[src/rtl/banco_reg_pkg.sv]
// Shared constants for the register bank and the write-register select mux.
// Register index codes and the $sp reset value live here so both ends agree.
package banco_reg_pkg;

  localparam int DATA_W = 32;

  typedef logic [4:0] reg_idx_t;

  localparam reg_idx_t REG_ZERO = 5'd0;
  localparam reg_idx_t REG_SP   = 5'd29;
  localparam reg_idx_t REG_RA   = 5'd31;

  localparam logic [31:0] SP_RESET = 32'd227;

endpackage

[src/rtl/banco_reg_if.sv]
// Register-bank bus: one write port and two read ports.
// The master drives the write and read indices; the slave returns registered read data.
interface banco_reg_if
  import banco_reg_pkg::*;
#(
  parameter int DATA_W = banco_reg_pkg::DATA_W
);

  logic              RegWrite;
  reg_idx_t          WriteReg;
  logic [DATA_W-1:0] WriteData;
  reg_idx_t          ReadReg1;
  reg_idx_t          ReadReg2;
  logic [DATA_W-1:0] ReadData1;
  logic [DATA_W-1:0] ReadData2;

  modport master (
    output RegWrite, WriteReg, WriteData, ReadReg1, ReadReg2,
    input  ReadData1, ReadData2
  );

  modport slave (
    input  RegWrite, WriteReg, WriteData, ReadReg1, ReadReg2,
    output ReadData1, ReadData2
  );

endinterface

[src/rtl/banco_reg_read_port_bypass.sv]
// One read port: forces index 0 to zero, bypasses a same-cycle write to the
// read index, and registers the selected value as the operand latch.
module banco_reg_read_port_bypass
  import banco_reg_pkg::*;
#(
  parameter int DATA_W = banco_reg_pkg::DATA_W
) (
  input  logic              clk,
  input  logic              reset,
  input  logic              we,
  input  reg_idx_t          wr_idx,
  input  logic [DATA_W-1:0] wr_data,
  input  reg_idx_t          rd_idx,
  input  logic [DATA_W-1:0] stor_data,
  output logic [DATA_W-1:0] rd_data_p1
);

  logic [DATA_W-1:0] sel_p0;

  always_comb begin
    sel_p0 = stor_data;
    if (rd_idx == REG_ZERO) begin
      sel_p0 = '0;
    end else if (we && (wr_idx == rd_idx)) begin
      sel_p0 = wr_data;
    end
  end

  // p0 -> p1: operand latch
  always_ff @(posedge clk or posedge reset) begin
    if (reset) begin
      rd_data_p1 <= '0;
    end else begin
      rd_data_p1 <= sel_p0;
    end
  end

endmodule

[src/rtl/banco_reg.sv]
// 32 x DATA_W register bank of the multicycle MIPS datapath: register 0 reads
// as zero, $sp resets to SP_RESET, two registered read ports with write bypass.
module banco_reg #(
  parameter int                         DATA_W   = banco_reg_pkg::DATA_W,
  parameter logic [DATA_W-1:0]          SP_RESET = DATA_W'(banco_reg_pkg::SP_RESET)
) (
  input  logic        clk,
  input  logic        reset,
  banco_reg_if.slave  bus
);

  import banco_reg_pkg::*;

  // Index 0 has no storage; entries 1..31 are the real registers.
  logic [DATA_W-1:0] regs [1:31];
  logic [DATA_W-1:0] stor_rd1;
  logic [DATA_W-1:0] stor_rd2;

  always_ff @(posedge clk or posedge reset) begin
    if (reset) begin
      for (int i = 1; i < 32; i++) begin
        regs[i] <= (5'(i) == REG_SP) ? SP_RESET : '0;
      end
    end else begin
      for (int i = 1; i < 32; i++) begin
        if (bus.RegWrite && (bus.WriteReg == 5'(i))) begin
          regs[i] <= bus.WriteData;
        end
      end
    end
  end

  always_comb begin
    stor_rd1 = '0;
    stor_rd2 = '0;
    for (int i = 1; i < 32; i++) begin
      if (bus.ReadReg1 == 5'(i)) stor_rd1 = regs[i];
      if (bus.ReadReg2 == 5'(i)) stor_rd2 = regs[i];
    end
  end

  banco_reg_read_port_bypass #(.DATA_W(DATA_W)) u_port1 (
    .clk        (clk),
    .reset      (reset),
    .we         (bus.RegWrite),
    .wr_idx     (bus.WriteReg),
    .wr_data    (bus.WriteData),
    .rd_idx     (bus.ReadReg1),
    .stor_data  (stor_rd1),
    .rd_data_p1 (bus.ReadData1)
  );

  banco_reg_read_port_bypass #(.DATA_W(DATA_W)) u_port2 (
    .clk        (clk),
    .reset      (reset),
    .we         (bus.RegWrite),
    .wr_idx     (bus.WriteReg),
    .wr_data    (bus.WriteData),
    .rd_idx     (bus.ReadReg2),
    .stor_data  (stor_rd2),
    .rd_data_p1 (bus.ReadData2)
  );

endmodule

[src/flat_wrapper.sv]
// flat-port wrapper written by rule: the top's interface ports become plain ports
module banco_reg_flat import banco_reg_pkg::*;
#(
  parameter int                         DATA_W   = banco_reg_pkg::DATA_W,
  parameter logic [DATA_W-1:0]          SP_RESET = DATA_W'(banco_reg_pkg::SP_RESET)
)
  (clk, reset, bus_RegWrite, bus_WriteReg, bus_WriteData, bus_ReadReg1, bus_ReadReg2, bus_ReadData1, bus_ReadData2);
  banco_reg_if #(.DATA_W(DATA_W)) bus_i ();
  input  logic clk;
  input  logic reset;
  input wire logic [$bits(bus_i.RegWrite)-1:0] bus_RegWrite;
  input wire logic [$bits(bus_i.WriteReg)-1:0] bus_WriteReg;
  input wire logic [$bits(bus_i.WriteData)-1:0] bus_WriteData;
  input wire logic [$bits(bus_i.ReadReg1)-1:0] bus_ReadReg1;
  input wire logic [$bits(bus_i.ReadReg2)-1:0] bus_ReadReg2;
  output wire logic [$bits(bus_i.ReadData1)-1:0] bus_ReadData1;
  output wire logic [$bits(bus_i.ReadData2)-1:0] bus_ReadData2;
  assign bus_i.RegWrite = bus_RegWrite;
  assign bus_i.WriteReg = bus_WriteReg;
  assign bus_i.WriteData = bus_WriteData;
  assign bus_i.ReadReg1 = bus_ReadReg1;
  assign bus_i.ReadReg2 = bus_ReadReg2;
  assign bus_ReadData1 = bus_i.ReadData1;
  assign bus_ReadData2 = bus_i.ReadData2;
  banco_reg #(.DATA_W(DATA_W), .SP_RESET(SP_RESET)) u_core (.clk(clk), .reset(reset), .bus(bus_i));
endmodule
[config.mk]
export PLATFORM = sky130hd
export DESIGN_NAME = banco_reg_flat
export DESIGN_NICKNAME = d
export VERILOG_FILES = /design/src/rtl/banco_reg_pkg.sv /design/src/rtl/banco_reg_if.sv /design/src/rtl/banco_reg_read_port_bypass.sv /design/src/rtl/banco_reg.sv /design/src/flat_wrapper.sv
export SDC_FILE = /design/constraint.sdc
export NUM_CORES = 2
export LEC_CHECK = 0
export BUFFER_PORTS_ARGS = -buffer_cell sky130_fd_sc_hd__buf_2
export CELL_PAD_IN_SITES_DETAIL_PLACEMENT = 2
export CELL_PAD_IN_SITES_GLOBAL_PLACEMENT = 2
export CORE_ASPECT_RATIO = 0.9
export CORE_MARGIN = 5
export CORE_UTILIZATION = 38
export DETAILED_ROUTE_END_ITERATION = 6
export GPL_TIMING_DRIVEN = 1
export HOLD_SLACK_MARGIN = 0.08
export MAX_ROUTING_LAYER = met4
export PLACE_DENSITY_LB_ADDON = 0.1
export SLEW_MARGIN = 0
export SYNTH_ARGS = -nofsm -noshare
export SYNTH_HDL_FRONTEND = slang
export SYNTH_HIERARCHICAL = 1
export SYNTH_SLANG_ARGS = --single-unit
[constraint.sdc]
create_clock -name clk -period 34.6 [get_ports clk]
set_input_delay 6.92 -clock clk [delete_from_list [all_inputs] [get_ports clk]]
set_output_delay 6.92 -clock clk [all_outputs]
set_load 0.01 [all_outputs]
==> flow_metrics.py <==
metrics = {
    "floorplanning": {
        "fp.dieH_um": 382,
        "dieWidth_um": 424,
        "ios": 114,
        "die-area_sq_um": 162000,
        "coreArea_sq_um": 153000,
        "rows": 136,
        "start_util_pct": 38.3,
    },
    "power_and_ir_drop": {
        "power_mw": 3.79,
        "power_frac_seq_pct": 45.3,
        "p_int_mw": 2.56,
        "switchingPower_mw": 1.23,
        "max-vdd-ir-drop_v": 0.0000425,
        "p_per_area_nw_per_um2": 58.1,
        "p_comb_share_pct": 18.5,
        "clkPwrFrac_pct": 36.2,
        "p_leak_nw": 27.8,
        "p_sw_share_pct": 32.5,
    },
    "clock_tree": {
        "ctsResizeCount": 0,
        "htree_levels": 3,
        "clkTransAtPathRegs_ns": 0.07,
        "cts_buffers": 120,
        "holdBufCountCts": 0,
        "cts_tree": "done",
        "cts.sink_count": 1056,
        "clk_latency_ns": 0.80,
        "clockBufferDepth": 3,
        "clockRootBuffer": "clkbuf_16",
        "postCtsSetupRepairBufs": 0,
    },
    "critical_path": {
        "rr_startpoint": "u_core/regs[74]",
        "cp-end-kind": "register",
        "r2r_cells": 8,
        "cp-start-kind": "primary input",
        "cp.required_ns": 35.27,
        "r2r-end": "u_core/u_port1/rd_data_p1[10]",
        "setup.worst_path.end": "u_core/u_port2/rd_data_p1[1]",
        "arrival_ns": 12.10,
        "critical_path_class": "primary input to register",
        "crit_fanout": 21,
        "rrSetupSlack_ns": 31.48,
        "crit_start": "bus_ReadReg2[3]",
    },
    "synthesis": {
        "yosysTopAreaCell": "dfrtp_1",
        "ys_async_sr_fraction_pct": 100,
        "syn_nets": 5721,
        "synth.yosys.seq_area_share_pct": 45.1,
        "avgSynthCellArea_sq_um": 10.3,
        "synth-seq-cells": 1056,
        "synth_top_area_share_pct": 44.9,
        "synth_edf_count": 0,
        "synth.area.top_cells": "dfrtp_1 (45%), mux2_2 (20%), o21ai_0 (4.3%)",
        "ys.flop_type": "dfrtp_1",
        "netlist_top_cells_count": "dfrtp_1 (1,051), mux2_2 (1,020), o21ai_0 (508)",
        "syn-cell-area_sq_um": 58500,
        "yosysMostFrequentCell": "dfrtp_1",
        "yosysWarningCount": 6,
        "syn_inst": 5671,
        "ys_types": 97,
    },
    "timing": {
        "maxSlewViolCount": 15,
        "clock_skew_ns": 0.0333,
        "setup_viol": 0,
        "rsz0062_at_grt": "no",
        "setup_tns_ns": 0,
        "worst_slew_pin_slew_ns": 1.53,
        "max_slew_margin_pct": -2.07,
        "max_freq_ghz": 0.0875,
        "finalCritPeriodShare_pct": 33.0,
        "hold_viol_final": 0,
        "period_needed_ns": 11.43,
    },
    "global_routing": {
        "grt_usage_pct": 41.7,
        "grt_pass1_vias": 57100,
        "grt_pass1_wl_mm": 467,
        "grt_antenna_before_repair": 34,
        "overflow": 0,
        "grt_max_degree": 74,
    },
    "finish": {
        "regArea_sq_um": 26400,
        "fill_cells": 15900,
        "multi_input_area_sq_um": 29700,
        "nets": 5626,
        "drive_above_1_share_pct": 29.6,
        "syn_to_final_growth_pct": 11.4,
    },
    "detailed_routing": {
        "drtPass1Iterations": 6,
        "routedWlPerCell_um": 44.1,
        "vias_per_cell": 7.17,
        "wl_mm": 339,
        "drc_errors": 0,
        "ant_nets": 0,
        "drt_iter0_drc": 7351,
        "via_count": 55200,
    },
    "status": {
        "run_status": "complete, but fails checks",
        "violations": "capacitance limit, slew limit",
    },
    "placed_design": {
        "gp_congestion": 0.975,
        "port_buffers": 113,
        "dp_hpwl_mm": 229,
    },
    "min_path": {
        "hp-class": "register to register",
    },
    "run": {
        "cap_violations": 2,
    },
}
flip-flops by register name (all words and copies together), names as in the netlist:
register,flops
u_core/u_port1/rd_data_p1,32
u_core/regs,992
u_core/u_port2/rd_data_p1,32
final cells by class:
cell class / count / area share (%)
flip-flops and latches: 1056 / 40.5
inverters: 32 / 0.192
diodes: 20 / 0.0768
well taps: 2001 / 3.84
multi-input cells: 4034 / 45.6
clock buffers: 188 / 5.58
clock inverters: 32 / 0.720
repair buffers: 332 / 3.47
critical path: stages:
cell,delay [ns]
buf_2,0.33
buf_4,0.47
nor2b_1,1.13
nand3_1,1.36
o22ai_1,0.85
a211oi_1,0.15
and3_1,0.26
o41a_1,0.42
nand2_1,0.07
o21ai_1,0.08
power by group through the flow:
stage          logic, mW  registers, mW  clock network (mW)
2_1_floorplan      0.439           1.63                   0
3_3_place_gp       0.659           1.71                   0
3_5_place_dp       0.680           1.72                   0
4_1_cts            0.685           1.70                1.39
5_1_grt            0.730           1.73                1.44
6_report           0.701           1.72                1.37
cells by family after synthesis:
group                     Yosys count  share of synthesized area [%]
DFF                              1056                           45.1
muxes                            1152                           22.2
AOI/OAI and AO/OA                1765                           18.9
xor gates and xnor gates           10                          0.150
and+or+nand+nor                  1107                           9.11
buffers and inverters             581                           4.56
through the flow:
step | worst slack [ns] | utilization [%] | instance area (sq um) | std cells | hold WS, ns
finish | 23.17 | 42.6 | 65200 | 7695 | 0.527
CTS | 23.67 | 42.6 | 65200 | 7675 | 0.521
global placement | 22.91 | 39.9 | 61000 | 7455 | 0.488
global route | 23.39 | 42.6 | 65200 | 7692 | 0.546
floorplan | 14.02 | - | 58500 | 5671 | 0.479
detailed placement | 22.81 | 39.9 | 61000 | 7455 | 0.503
worst min path at each step:
stage          depth (start not counted)  slack, ns               end             start
6_report                               1       0.53  u_core/regs[712]  u_core/regs[712]
4_1_cts                                1       0.52  u_core/regs[712]  u_core/regs[712]
2_1_floorplan                          1       0.48  u_core/regs[374]  u_core/regs[374]
3_5_place_dp                           1       0.50  u_core/regs[712]  u_core/regs[712]
5_1_grt                                1       0.55  u_core/regs[924]  u_core/regs[924]
3_3_place_gp                           1       0.49  u_core/regs[374]  u_core/regs[374]
layer usage:
metal  GRT usage (%)  wire length [um]  up-vias
met3            8.60             31600      974
met5               -                 0        -
met4            24.3             24300        0
met2            60.6            147000     3462
li1                -                 -    21100
met1            54.0            137000    29700
cell usage in the layout, fill, tap and decap left out, types with 76 or more instances in the layout:
cell type | Yosys | layout
nor2_1 | 259 | 240
o21ai_0 | 508 | 508
a21oi_1 | 400 | 400
o22ai_1 | 214 | 214
mux2_2 | 1020 | 1020
dfrtp_1 | 1051 | 1051
buf_2 | 142 | 105
mux2i_1 | 118 | 118
buf_4 | 53 | 222
nand2_1 | 420 | 404
nand4_1 | 76 | 76
clkbuf_16 | 0 | 122
nand3_1 | 80 | 76
a22oi_1 | 94 | 94
No activity file was read; power rests on OpenSTA's default activity.
